[src/rtl/dense_ctrl_pkg.sv]
// Shared constants and FSM encoding for the first dense-layer sequencer,
// sized to match memory_dens_0 (NUM_IN*NUM_OUT = 507 words) and the MAC.
package dense_ctrl_pkg;
  localparam int D_NUM_IN    = 169;
  localparam int D_NUM_OUT   = 3;
  localparam int D_ADDR_W    = 10;
  localparam int D_IN_ADDR_W = 8;
  localparam int D_IDX_W     = 2;

  typedef enum logic [1:0] {
    IDLE = 2'd0,
    RUN  = 2'd1,
    WAIT = 2'd2,
    OUT  = 2'd3
  } state_t;
endpackage

[src/rtl/dense_addr_gen.sv]
// Input/neuron/weight-address counters for the dense sequencer.
// w_addr free-runs across neurons so no n*NUM_IN multiply is needed.
module dense_addr_gen
  import dense_ctrl_pkg::*;
#(
  parameter int NUM_IN    = D_NUM_IN,
  parameter int NUM_OUT   = D_NUM_OUT,
  parameter int ADDR_W    = D_ADDR_W,
  parameter int IN_ADDR_W = D_IN_ADDR_W,
  parameter int IDX_W     = D_IDX_W
) (
  input  logic                 clk,
  input  logic                 rst,
  input  logic                 clr,
  input  logic                 inc,
  input  logic                 next,
  output logic [ADDR_W-1:0]    w_addr,
  output logic [IN_ADDR_W-1:0] i,
  output logic [IDX_W-1:0]     n,
  output logic                 last_in,
  output logic                 last_out
);
  assign last_in  = (i == IN_ADDR_W'(NUM_IN - 1));
  assign last_out = (n == IDX_W'(NUM_OUT - 1));

  always_ff @(posedge clk or posedge rst) begin
    if (rst) begin
      w_addr <= '0;
      i      <= '0;
      n      <= '0;
    end else if (clr) begin
      w_addr <= '0;
      i      <= '0;
      n      <= '0;
    end else begin
      // i wraps on the last term so the next neuron starts at x_addr 0
      if (inc) begin
        w_addr <= w_addr + 1'b1;
        i      <= last_in ? '0 : i + 1'b1;
      end
      if (next) n <= n + 1'b1;
    end
  end
endmodule

[src/rtl/dense_0_ctrl.sv]
// Dense layer 0 sequencer: walks weight ROM and feature buffer in lockstep,
// drives MAC strobes one stage behind the reads, and hands results out.
module dense_0_ctrl
  import dense_ctrl_pkg::*;
#(
  parameter int NUM_IN    = D_NUM_IN,
  parameter int NUM_OUT   = D_NUM_OUT,
  parameter int ADDR_W    = D_ADDR_W,
  parameter int IN_ADDR_W = D_IN_ADDR_W,
  parameter int IDX_W     = D_IDX_W
) (
  input  logic                 clk,
  input  logic                 rst,
  input  logic                 start,
  output logic                 busy,
  output logic                 done,
  output logic                 w_en,
  output logic [ADDR_W-1:0]    w_addr,
  output logic                 x_en,
  output logic [IN_ADDR_W-1:0] x_addr,
  output logic                 mac_clr,
  output logic                 mac_en,
  output logic                 mac_last,
  output logic                 out_valid,
  input  logic                 out_ready,
  output logic [IDX_W-1:0]     out_idx
);
  state_t               state;
  logic [IN_ADDR_W-1:0] i;
  logic [IDX_W-1:0]     n;
  logic                 last_in, last_out;
  logic                 cnt_clr, cnt_inc, cnt_next;

  assign cnt_clr  = (state == IDLE) && start;
  assign cnt_inc  = (state == RUN);
  assign cnt_next = (state == OUT) && out_ready && !last_out;

  dense_addr_gen #(
    .NUM_IN(NUM_IN), .NUM_OUT(NUM_OUT), .ADDR_W(ADDR_W),
    .IN_ADDR_W(IN_ADDR_W), .IDX_W(IDX_W)
  ) u_addr (
    .clk(clk), .rst(rst), .clr(cnt_clr), .inc(cnt_inc), .next(cnt_next),
    .w_addr(w_addr), .i(i), .n(n), .last_in(last_in), .last_out(last_out)
  );

  assign x_en    = w_en;
  assign x_addr  = i;
  assign out_idx = n;

  always_ff @(posedge clk or posedge rst) begin
    if (rst) begin
      state     <= IDLE;
      busy      <= 1'b0;
      w_en      <= 1'b0;
      out_valid <= 1'b0;
      done      <= 1'b0;
    end else begin
      done <= 1'b0;
      case (state)
        IDLE: if (start) begin
          state <= RUN;
          busy  <= 1'b1;
          w_en  <= 1'b1;
        end
        RUN: if (last_in) begin
          state <= WAIT;
          w_en  <= 1'b0;
        end
        // last term's ROM data is on the bus this cycle; result follows
        WAIT: begin
          state     <= OUT;
          out_valid <= 1'b1;
        end
        OUT: if (out_ready) begin
          out_valid <= 1'b0;
          if (last_out) begin
            state <= IDLE;
            busy  <= 1'b0;
            done  <= 1'b1;
          end else begin
            state <= RUN;
            w_en  <= 1'b1;
          end
        end
        default: state <= IDLE;
      endcase
    end
  end

  // one stage behind the issue so the strobes line up with ROM read data
  always_ff @(posedge clk or posedge rst) begin
    if (rst) begin
      mac_en   <= 1'b0;
      mac_clr  <= 1'b0;
      mac_last <= 1'b0;
    end else begin
      mac_en   <= w_en;
      mac_clr  <= w_en && (i == '0);
      mac_last <= w_en && last_in;
    end
  end
endmodule
[config.mk]
export PLATFORM = sky130hd
export DESIGN_NAME = dense_0_ctrl
export DESIGN_NICKNAME = d
export VERILOG_FILES = /design/src/rtl/dense_ctrl_pkg.sv /design/src/rtl/dense_addr_gen.sv /design/src/rtl/dense_0_ctrl.sv
export SDC_FILE = /design/constraint.sdc
export NUM_CORES = 1
export LEC_CHECK = 0
export ABC_CLOCK_PERIOD_IN_PS = 3100
export CAP_MARGIN = 40
export CORE_ASPECT_RATIO = 0.6
export CORE_MARGIN = 2
export CORE_UTILIZATION = 47
export CTS_BUF_LIST = sky130_fd_sc_hd__clkbuf_16
export CTS_CLUSTER_SIZE = 20
export DETAILED_ROUTE_END_ITERATION = 16
export GPL_TIMING_DRIVEN = 0
export MAX_ROUTING_LAYER = met4
export PLACE_DENSITY = 0.85
export SYNTH_ARGS = -nofsm -noshare
export SYNTH_HDL_FRONTEND = slang
export SYNTH_SLANG_ARGS = --single-unit
[constraint.sdc]
create_clock -name clk -period 3.1 [get_ports clk]
set_input_delay 0.31 -clock clk [delete_from_list [all_inputs] [get_ports clk]]
set_output_delay 0.31 -clock clk [all_outputs]
set_load 0.01 [all_outputs]
Yosys cells after proc, flatten, opt, wreduce, memory -nomap -nowiden
Index checks and enable logic that the tools add are counted.
Storage, ports and cells
  output and inout port bits: 28
  register bits after elaboration: 29
  logic and storage cells: 66
Operators by class
  eq/ne operators: 10
  $add $sub $neg: 3
  reductions and logical operators: 17
  multiplexer cells: 25
Operators by type and width (count)
  2-to-1 mux 8 bit: 3
  2-to-1 mux 10 bit: 2
  2-to-1 mux 1 bit: 11
  adder 10 x 1 -> 10 bit, second input constant: 1
  2-to-1 mux 2 bit: 5
  inequality test 2 bit, second input constant: 5
  adder 8 x 1 -> 8 bit, second input constant: 1
  == test 8 bit, second input constant: 1
  zero test 8 bit: 1
  case mux 2 bit (4 select lines): 1
  nonzero test 2 bit: 4
  == test 2 bit, second input constant: 3
  logical AND 1 bit: 5
  AND reduction 5 bit: 1
  case mux 1 bit (2 select lines): 2
  AND reduction 4 bit: 1
  case mux 1 bit (3 select lines): 1
  AND reduction 3 bit: 1
  nonzero test 3 bit: 1
  adder 2 x 1 -> 2 bit, second input constant: 1
  == test 2 x 1 -> 1 bit, second input constant: 1
  zero test 2 bit: 1
  AND reduction 2 bit: 1
  zero test 1 bit: 1

Longest topological paths before layout
Gate-level depths: netlist of the first run.
  depth in word-level cells: 5
  gate-level depth with buffers: 7

Cells and area by module
Synthesis of the first run repeated with hierarchy kept, for this count alone.
Second synthesis, totals
  cell total of the unflattened synthesis: 149
  area, all modules: 1561.5 sq um
Modules (own cells, without submodules)
  dense_addr_gen: sequential area each 500.5 sq um, times used 1, cells each 101, area an instance 1026.0 sq um
  dense_0_ctrl: sequential area each 225.2 sq um, times used 1, cells each 48, area an instance 535.5 sq um

Worst setup path before layout of the first run
No wires, ideal clock.
  kind: register -> register
  start: register u_addr.i[0]
  end: register state[1]
  required time: 2972 ps
  path buffers: 0
  data arrival time: 1580 ps
  path slack: 1393 ps
  stages on the path, launching flop included: 7
  period minus slack after synthesis: 1707 ps
  library setup time: 128 ps
  cells stage by stage: dfrtp_1 > inv_1 > ha_1 > nor4b_4 > nand4_1 > a21oi_1 > mux2_1
On the way
  word-level cells in the longest chain between the ends: 3
RTL lines
  start: declaration: RTL line dense_addr_gen.sv:18  | output logic [IN_ADDR_W-1:0] i,
  start signal: assignment: RTL line dense_addr_gen.sv:39  | i <= last_in ? '0 : i + 1'b1;
  == test 8 bit: RTL line dense_addr_gen.sv:23  | assign last_in = (i == IN_ADDR_W'(NUM_IN - 1));
  inequality test 2 bit (no line)
  AND reduction 3 bit (no line)
  end signal: assignment: RTL line dense_0_ctrl.sv:52  | state <= IDLE;
  end signal: assignment: RTL line dense_0_ctrl.sv:61  | state <= RUN;
  end signal: assignment: RTL line dense_0_ctrl.sv:66  | state <= WAIT;
  end: declaration: RTL line dense_0_ctrl.sv:28  | state_t state;
No other way between the ends.
A chain may end at the register's enable or synchronous reset.

Worst setup path after layout of the first run
Same ends and word-level chain as after synthesis.

==> results.yml, run 1 <==
timing:
  fin_crit_ns: 1.932
  fin_skew_ns: 0.002460
  fmax_ghz: 0.5175
  setup-violations-final: 0
  worstMarginPinSlew_ns: 0.5524
  maxSlewHeadroom: 0.6313
  tns_ns: 0
  whs_ns: 0.3882
  hold_violations: 0
  rsz0062_at_grt: "false"
  period_share: 0.6233
  drv_slew: 0
critical_path:
  critPathMaxFanout: 5
  start_kind: "flip-flop"
  crit_buf_inv: 1
  reg2reg_slack_ns: 1.17
  critical_path.max_stage_delay_ns: 0.42
  crit_type: "reg -> reg"
  arrival_ns: 2.08
  required_ns: 3.25
  end_kind: "flip-flop"
  critical_path.cell_chain: "inv_1, ha_1, nor4b_4, nand4_1, a21oi_1, mux2_1"
  path_delay_family: "simple AND/OR/NAND/NOR gates"
  slowest_stage: "dfrtp_1"
synthesis:
  ys_top_cells_by_count: "dfrtp_1, nor2_1, inv_1, nand2_1, a21oi_1"
  yosys_register_bits: 29
  synthTopCellsByArea: "dfrtp_1, ha_1, nor2_1"
  yosysMostFrequentCell: "dfrtp_1"
  synth_top_family_by_area: "simple AND/OR/NAND/NOR gates"
  synth_top_area_frac: 0.4841
  synthAdderAreaFrac: 0.06678
  synth_cell_types: 41
  yosys_warnings: 0
  synth-compound-area-share: 0.1402
  synthCells: 148
  mappedNetlistArea_um2: 1499
  syn_area_per_cell_um2: 10.13
  ys_seq_area_frac: 0.4841
  synth_edf_count: 0
  yosysTopAreaCell: "dfrtp_1"
  muxShareOfSynthArea: 0.02170
  synth-simple-area-share: 0.1945
  synth_nets: 160
  synthFlopType: "dfrtp_1"
  async_flop_share: 1.000
  yosys.area_share.xor_xnor: 0.04674
clock_network:
  cts_setup_buffers: 0
  cts_tree: "yes"
  cts_hold_buffers: 0
  clk_latency_ns: 0.27
  htree_levels: 2
  cts_resized: 0
  cts-root-buf: "clkbuf_16"
  cts.sinks: 29
  clk_pin_slew_ns: 0.05
  cts_buffers: 5
  cts.path.max_buffers: 2
pwr:
  leakagePower_nw: 0.9165
  power_mw: 1.774
  power_density_nw_per_um2: 875.9
  ir_drop_mv: 0.4730
die:
  die-width_um: 76.91
  ios: 32
  start_util: 0.5087
  fp.dieH_um: 47.75
  floorplan.die_area_um2: 3672
  rows: 15
  core_um2: 2947
routing:
  wire_per_inst_um: 14.97
  final_antenna_net_count: 0
  via_count: 1263
  drt_wl_total_mm: 3.443
  via_per_inst: 5.491
  drc: 0
  drt_iter0_markers: 78
  dr.pass1.iters: 5
finish:
  post_route_cells_drive_above_1_share: 0.07447
  diodes: 0
  area_growth_pct: 35.14
  multi_input_area_um2: 704.4
  regArea_um2: 725.7
  fill_cells: 219
  final_nets: 199
global_routing:
  antenna_found_initial: 0
  grt_usage: 0.2126
  grt_pass1_wl_mm: 5.533
  grt_start_max_net_pins: 19
  grt.overflow.total: 0
  grt_pass1_vias: 1191
min_path:
  hp-class: "in -> async"
placement:
  port_buffers: 31
  gp_congestion: 0.7872
  dp_hpwl_mm: 2.462
job:
  cap_violations: 0
run_status:
  status: "completed"
## worst paths after layout
check | from | end | cells after the start
min | rst | u_addr.i[1]$_DFFE_PP0P_ | 2
max in group asynchronous | rst | u_addr.w_addr[4]$_DFFE_PP0P_ | 3
min reg2reg | w_en$_DFFE_PP0P_ | mac_en$_DFF_PP0_ | 0
max | u_addr.i[0]$_DFFE_PP0P_ | state[1]$_DFFE_PP0P_ | 6
max reg2reg | u_addr.i[0]$_DFFE_PP0P_ | state[1]$_DFFE_PP0P_ | 6
min in group clk | w_en$_DFFE_PP0P_ | mac_en$_DFF_PP0_ | 0
## power breakdown
| part | switching (mW) | internal, mW |
|---|---|---|
| sequential | 0.108 | 0.472 |
| clock | 0.152 | 0.287 |
| combinational | 0.379 | 0.376 |
## registers in the layout, summed over array words and instances, names as in the netlist
| register | flops |
|---|---|
| done | 1 |
| u_addr.w_addr | 10 |
| state | 2 |
| u_addr.i | 8 |
| w_en | 1 |
| u_addr.n | 2 |
| mac_clr | 1 |
| mac_en | 1 |
| out_valid | 1 |
| busy | 1 |
| mac_last | 1 |
## cells in the final DEF (no fill, tap or decap), types with 2 or more instances in the layout
cell | netlist | final
clkdlybuf4s50_1 | 0 | 31
dfrtp_1 | 29 | 29
nor2_1 | 13 | 13
inv_1 | 10 | 13
nand2_1 | 10 | 10
a21oi_1 | 9 | 9
ha_1 | 8 | 8
o21ai_0 | 7 | 7
and3_1 | 5 | 5
nand3_1 | 5 | 5
clkbuf_16 | 0 | 5
a31oi_1 | 4 | 4
nand4_1 | 4 | 4
xnor2_1 | 4 | 4
xor2_1 | 4 | 4
nand2b_1 | 3 | 3
or3_1 | 3 | 3
clkbuf_1 | 2 | 2
a22o_1 | 2 | 2
o22ai_1 | 2 | 2
nor3_1 | 2 | 2
## cell families after synthesis
kind of cell             Yosys count
flip-flops                        29
adder cells (fa/ha/maj)            8
AND/OR/NAND/NOR                   53
buffers and inverters             15
XOR/XNOR                           8
AO/OA/AOI/OAI                     32
multiplexers                       3
## cell type report
cell class	count	area share
Clock inverter	3	0.005559
Sequential cell	29	0.3582
Buffer	5	0.01544
Tap cell	42	0.02594
Timing Repair Buffer	32	0.1668
Multi-Input combinational cell	104	0.3477
Inverter	10	0.01853
Clock buffer	5	0.06177
## stage by stage
stage / instances / setup WS [ns] / cell area (um^2) / utilization
floorplan: 148 / 1.393 / 1499 / -
global placement: 221 / 1.264 / 1862 / 0.6318
detailed placement: 222 / 1.208 / 1889 / 0.6412
CTS: 230 / 1.165 / 2026 / 0.6875
global route: 230 / 1.052 / 2026 / 0.6875
finish: 230 / 1.168 / 2026 / 0.6875
## worst reg2reg max path, stage by stage, from the launching register on
cell	delay (ns)
dfrtp_1	0.42
inv_1	0.08
ha_1	0.18
nor4b_4	0.30
nand4_1	0.23
a21oi_1	0.27
mux2_1	0.34
## layer usage
metal | global-route usage | vias to the layer above | wire length, um
met1 | 0.2607 | 607 | 1586
met5 | - | - | 0
met4 | 0.1309 | 0 | 92
li1 | - | 607 | -
met3 | 0.05660 | 10 | 174
met2 | 0.3263 | 39 | 1590
Note: power is estimated with default switching activity, not from simulation.
==> run 2: changes to the inputs <==
--- a/config.mk
+++ b/config.mk
@@ -5,11 +5,11 @@
 export SDC_FILE = /design/constraint.sdc
 export NUM_CORES = 1
 export LEC_CHECK = 0
-export ABC_CLOCK_PERIOD_IN_PS = 3100
+export ABC_CLOCK_PERIOD_IN_PS = 1600
 export CAP_MARGIN = 40
 export CORE_ASPECT_RATIO = 0.6
 export CORE_MARGIN = 2
-export CORE_UTILIZATION = 47
+export CORE_UTILIZATION = 45
 export CTS_BUF_LIST = sky130_fd_sc_hd__clkbuf_16
 export CTS_CLUSTER_SIZE = 20
 export DETAILED_ROUTE_END_ITERATION = 16
==> constraint.sdc (replaced) <==
create_clock -name clk -period 1.6 [get_ports clk]
set_input_delay 0.16 -clock clk [delete_from_list [all_inputs] [get_ports clk]]
set_output_delay 0.16 -clock clk [all_outputs]
set_load 0.01 [all_outputs]
==> results.yml, run 2 (synthesized netlist as in run 1, its figures left out) <==
timing:
  maxSlewHeadroom: 0.5864
  hold_violations: 0
  final.setup.worst_slack_ns: -0.1447
  setup-violations-final: 10
  drv_slew: 0
  worstMarginPinSlew_ns: 0.6198
  period_share: 1.090
  fin_skew_ns: 0.003855
  fmax_ghz: 0.5732
  fin_crit_ns: 1.745
  rsz0062_at_grt: "true"
finish:
  fin_cells: 246
  final_cell_mix: "clkdlybuf4s50_1, dfrtp_1, nor2_1"
  fill_cells: 224
  diodes: 0
  top_regs: "u_addr.w_addr: 10 flops, u_addr.i: 8 flops"
  largest_reg_flops: 10
  area_growth_pct: 48.91
  post_route_cells_drive_above_1_share: 0.2189
  layout_commonest_cell: "clkdlybuf4s50_1"
  regMostFlops: "u_addr.w_addr"
  final_nets: 212
placement:
  dpl.cell_count: 225
  dp_hpwl_mm: 2.424
  gp_congestion: 0.8159
  port_buffers: 31
min_path:
  hp-class: "in -> async"
pwr:
  leakagePower_nw: 1.020
  intPower_mw: 2.559
  power_density_nw_per_um2: 1785
  power_frac_seq: 0.281
  ir_drop_mv: 0.7907
  pwr-share-comb: 0.504
  switching_power_mw: 1.426
  p_clk_frac: 0.215
  sw_frac_of_total: 0.3579
  power_mw: 3.985
routing:
  dr.pass1.iters: 4
  wire_per_inst_um: 15.41
  final_antenna_net_count: 0
  via_per_inst: 5.549
  drc: 0
  via_count: 1365
  drt_iter0_markers: 85
  drt_wl_total_mm: 3.791
run_status:
  violations: "negative setup slack"
  status: "finished with violations"
critical_path:
  arrival_ns: 1.91
  start_kind: "flip-flop"
  slowest_stage: "dfrtp_1"
  r2r_cells: 8
  required_ns: 1.76
  crit_type: "reg -> reg"
  path_delay_family: "compound AO/OA/AOI/OAI gates"
  crit_cells: 8
  crit_start: "u_addr.i[1]$_DFFE_PP0P_"
  r2r_start: "u_addr.i[1]$_DFFE_PP0P_"
  crit_buf_inv: 3
  end_kind: "flip-flop"
  reg2reg_slack_ns: -0.14
  critical_path.max_stage_delay_ns: 0.38
  critPathMaxFanout: 5
  r2r_end: "u_addr.i[6]$_DFFE_PP0P_"
  critical_path.cell_chain: "inv_1, ha_1, nor4b_4, buf_4, a41oi_4, buf_6, a21o_1, a22o_1"
global_routing:
  grt.overflow.total: 0
  grt_start_max_net_pins: 16
  grt_usage: 0.2140
  grt_pass1_wl_mm: 5.975
  antenna_found_initial: 0
  grt_pass1_vias: 1251
die:
  fp.dieH_um: 48.71
  ios: 32
  floorplan.die_area_um2: 3824
  rows: 16
  die-width_um: 78.51
  core_um2: 3223
  start_util: 0.4651
clock_network:
  clk_pin_slew_ns: 0.05
  cts.path.max_buffers: 2
  htree_levels: 2
  cts_hold_buffers: 0
  cts-root-buf: "clkbuf_16"
  cts.sinks: 29
  clk_latency_ns: 0.27
  cts_buffers: 5
  cts_tree: "yes"
job:
  cap_violations: 0
-- run 2: changes by cell type in the layout (fill, tap and decap cells not counted), moves of 2 or more --
cell,before,now
buf_4,1,12
buf_6,1,4
ha_1,8,5
buf_8,0,2
clkbuf_1,2,0
dfrtp_1,29,27
dfrtp_2,0,2
ha_2,0,2
inv_1,13,11
inv_2,0,2
nor3_1,2,0
nor3_4,0,2
-- run 2: routing by layer --
| metal | wire (um) | share of wire | global-route usage |
|---|---|---|---|
| met3 | 233 | 0.061 | 0.08209 |
| met5 | 0 | 0 | - |
| met4 | 55 | 0.015 | 0.07018 |
| met2 | 1796 | 0.47 | 0.3162 |
| met1 | 1706 | 0.45 | 0.2724 |
-- run 2: metrics by stage --
stage                      TNS, ns  cell area [um^2]  setup WS, ns    util  hold slack [ns]
final                      -0.9986              2232       -0.1447  0.6925           0.2577
after global routing        -1.610              2232       -0.1965  0.6925           0.3046
after CTS                  -0.5767              2171       -0.1091  0.6735           0.2737
after detailed placement    -2.654              1884       -0.2599  0.5846           0.4816
after global placement      -1.736              1869       -0.2117  0.5800           0.4729
after floorplan           -0.08882              1503      -0.07198       -           0.2381
-- run 2: power by group through the flow --
stage	sequential [mW]	clock, mW	combinational, mW
floorplan	1.16	0	0.860
global placement	1.11	0	1.37
detailed placement	1.13	0	1.44
CTS	1.10	0.879	1.80
global route	1.14	0.924	2.16
finish	1.12	0.857	2.01
-- run 2: area by class of cell --
type / instances / area [um^2] / area share
Buffer: 4 / 38.79 / 0.01738
Timing Repair Buffer: 46 / 441.7 / 0.1979
Sequential cell: 29 / 728.2 / 0.3262
Multi-Input combinational cell: 104 / 793.3 / 0.3554
Inverter: 10 / 37.54 / 0.01682
Clock inverter: 3 / 11.26 / 0.005045
Tap cell: 45 / 56.30 / 0.02522
Clock buffer: 5 / 125.1 / 0.05605
-- run 2: what timing repair did --
action,4_1_cts,5_1_grt
gates resized for setup,13,14
cloned,1,0
pin swaps,6,3
setup endpoints to repair,22,23
buffers inserted,12,1
-- run 2: worst max-delay path by stage --
stage / endpoint
3_3_place_gp: state[1]$_DFFE_PP0P_
5_1_grt: u_addr.i[6]$_DFFE_PP0P_
2_1_floorplan: state[1]$_DFFE_PP0P_
3_5_place_dp: state[1]$_DFFE_PP0P_
4_1_cts: u_addr.i[6]$_DFFE_PP0P_
6_report: u_addr.i[6]$_DFFE_PP0P_
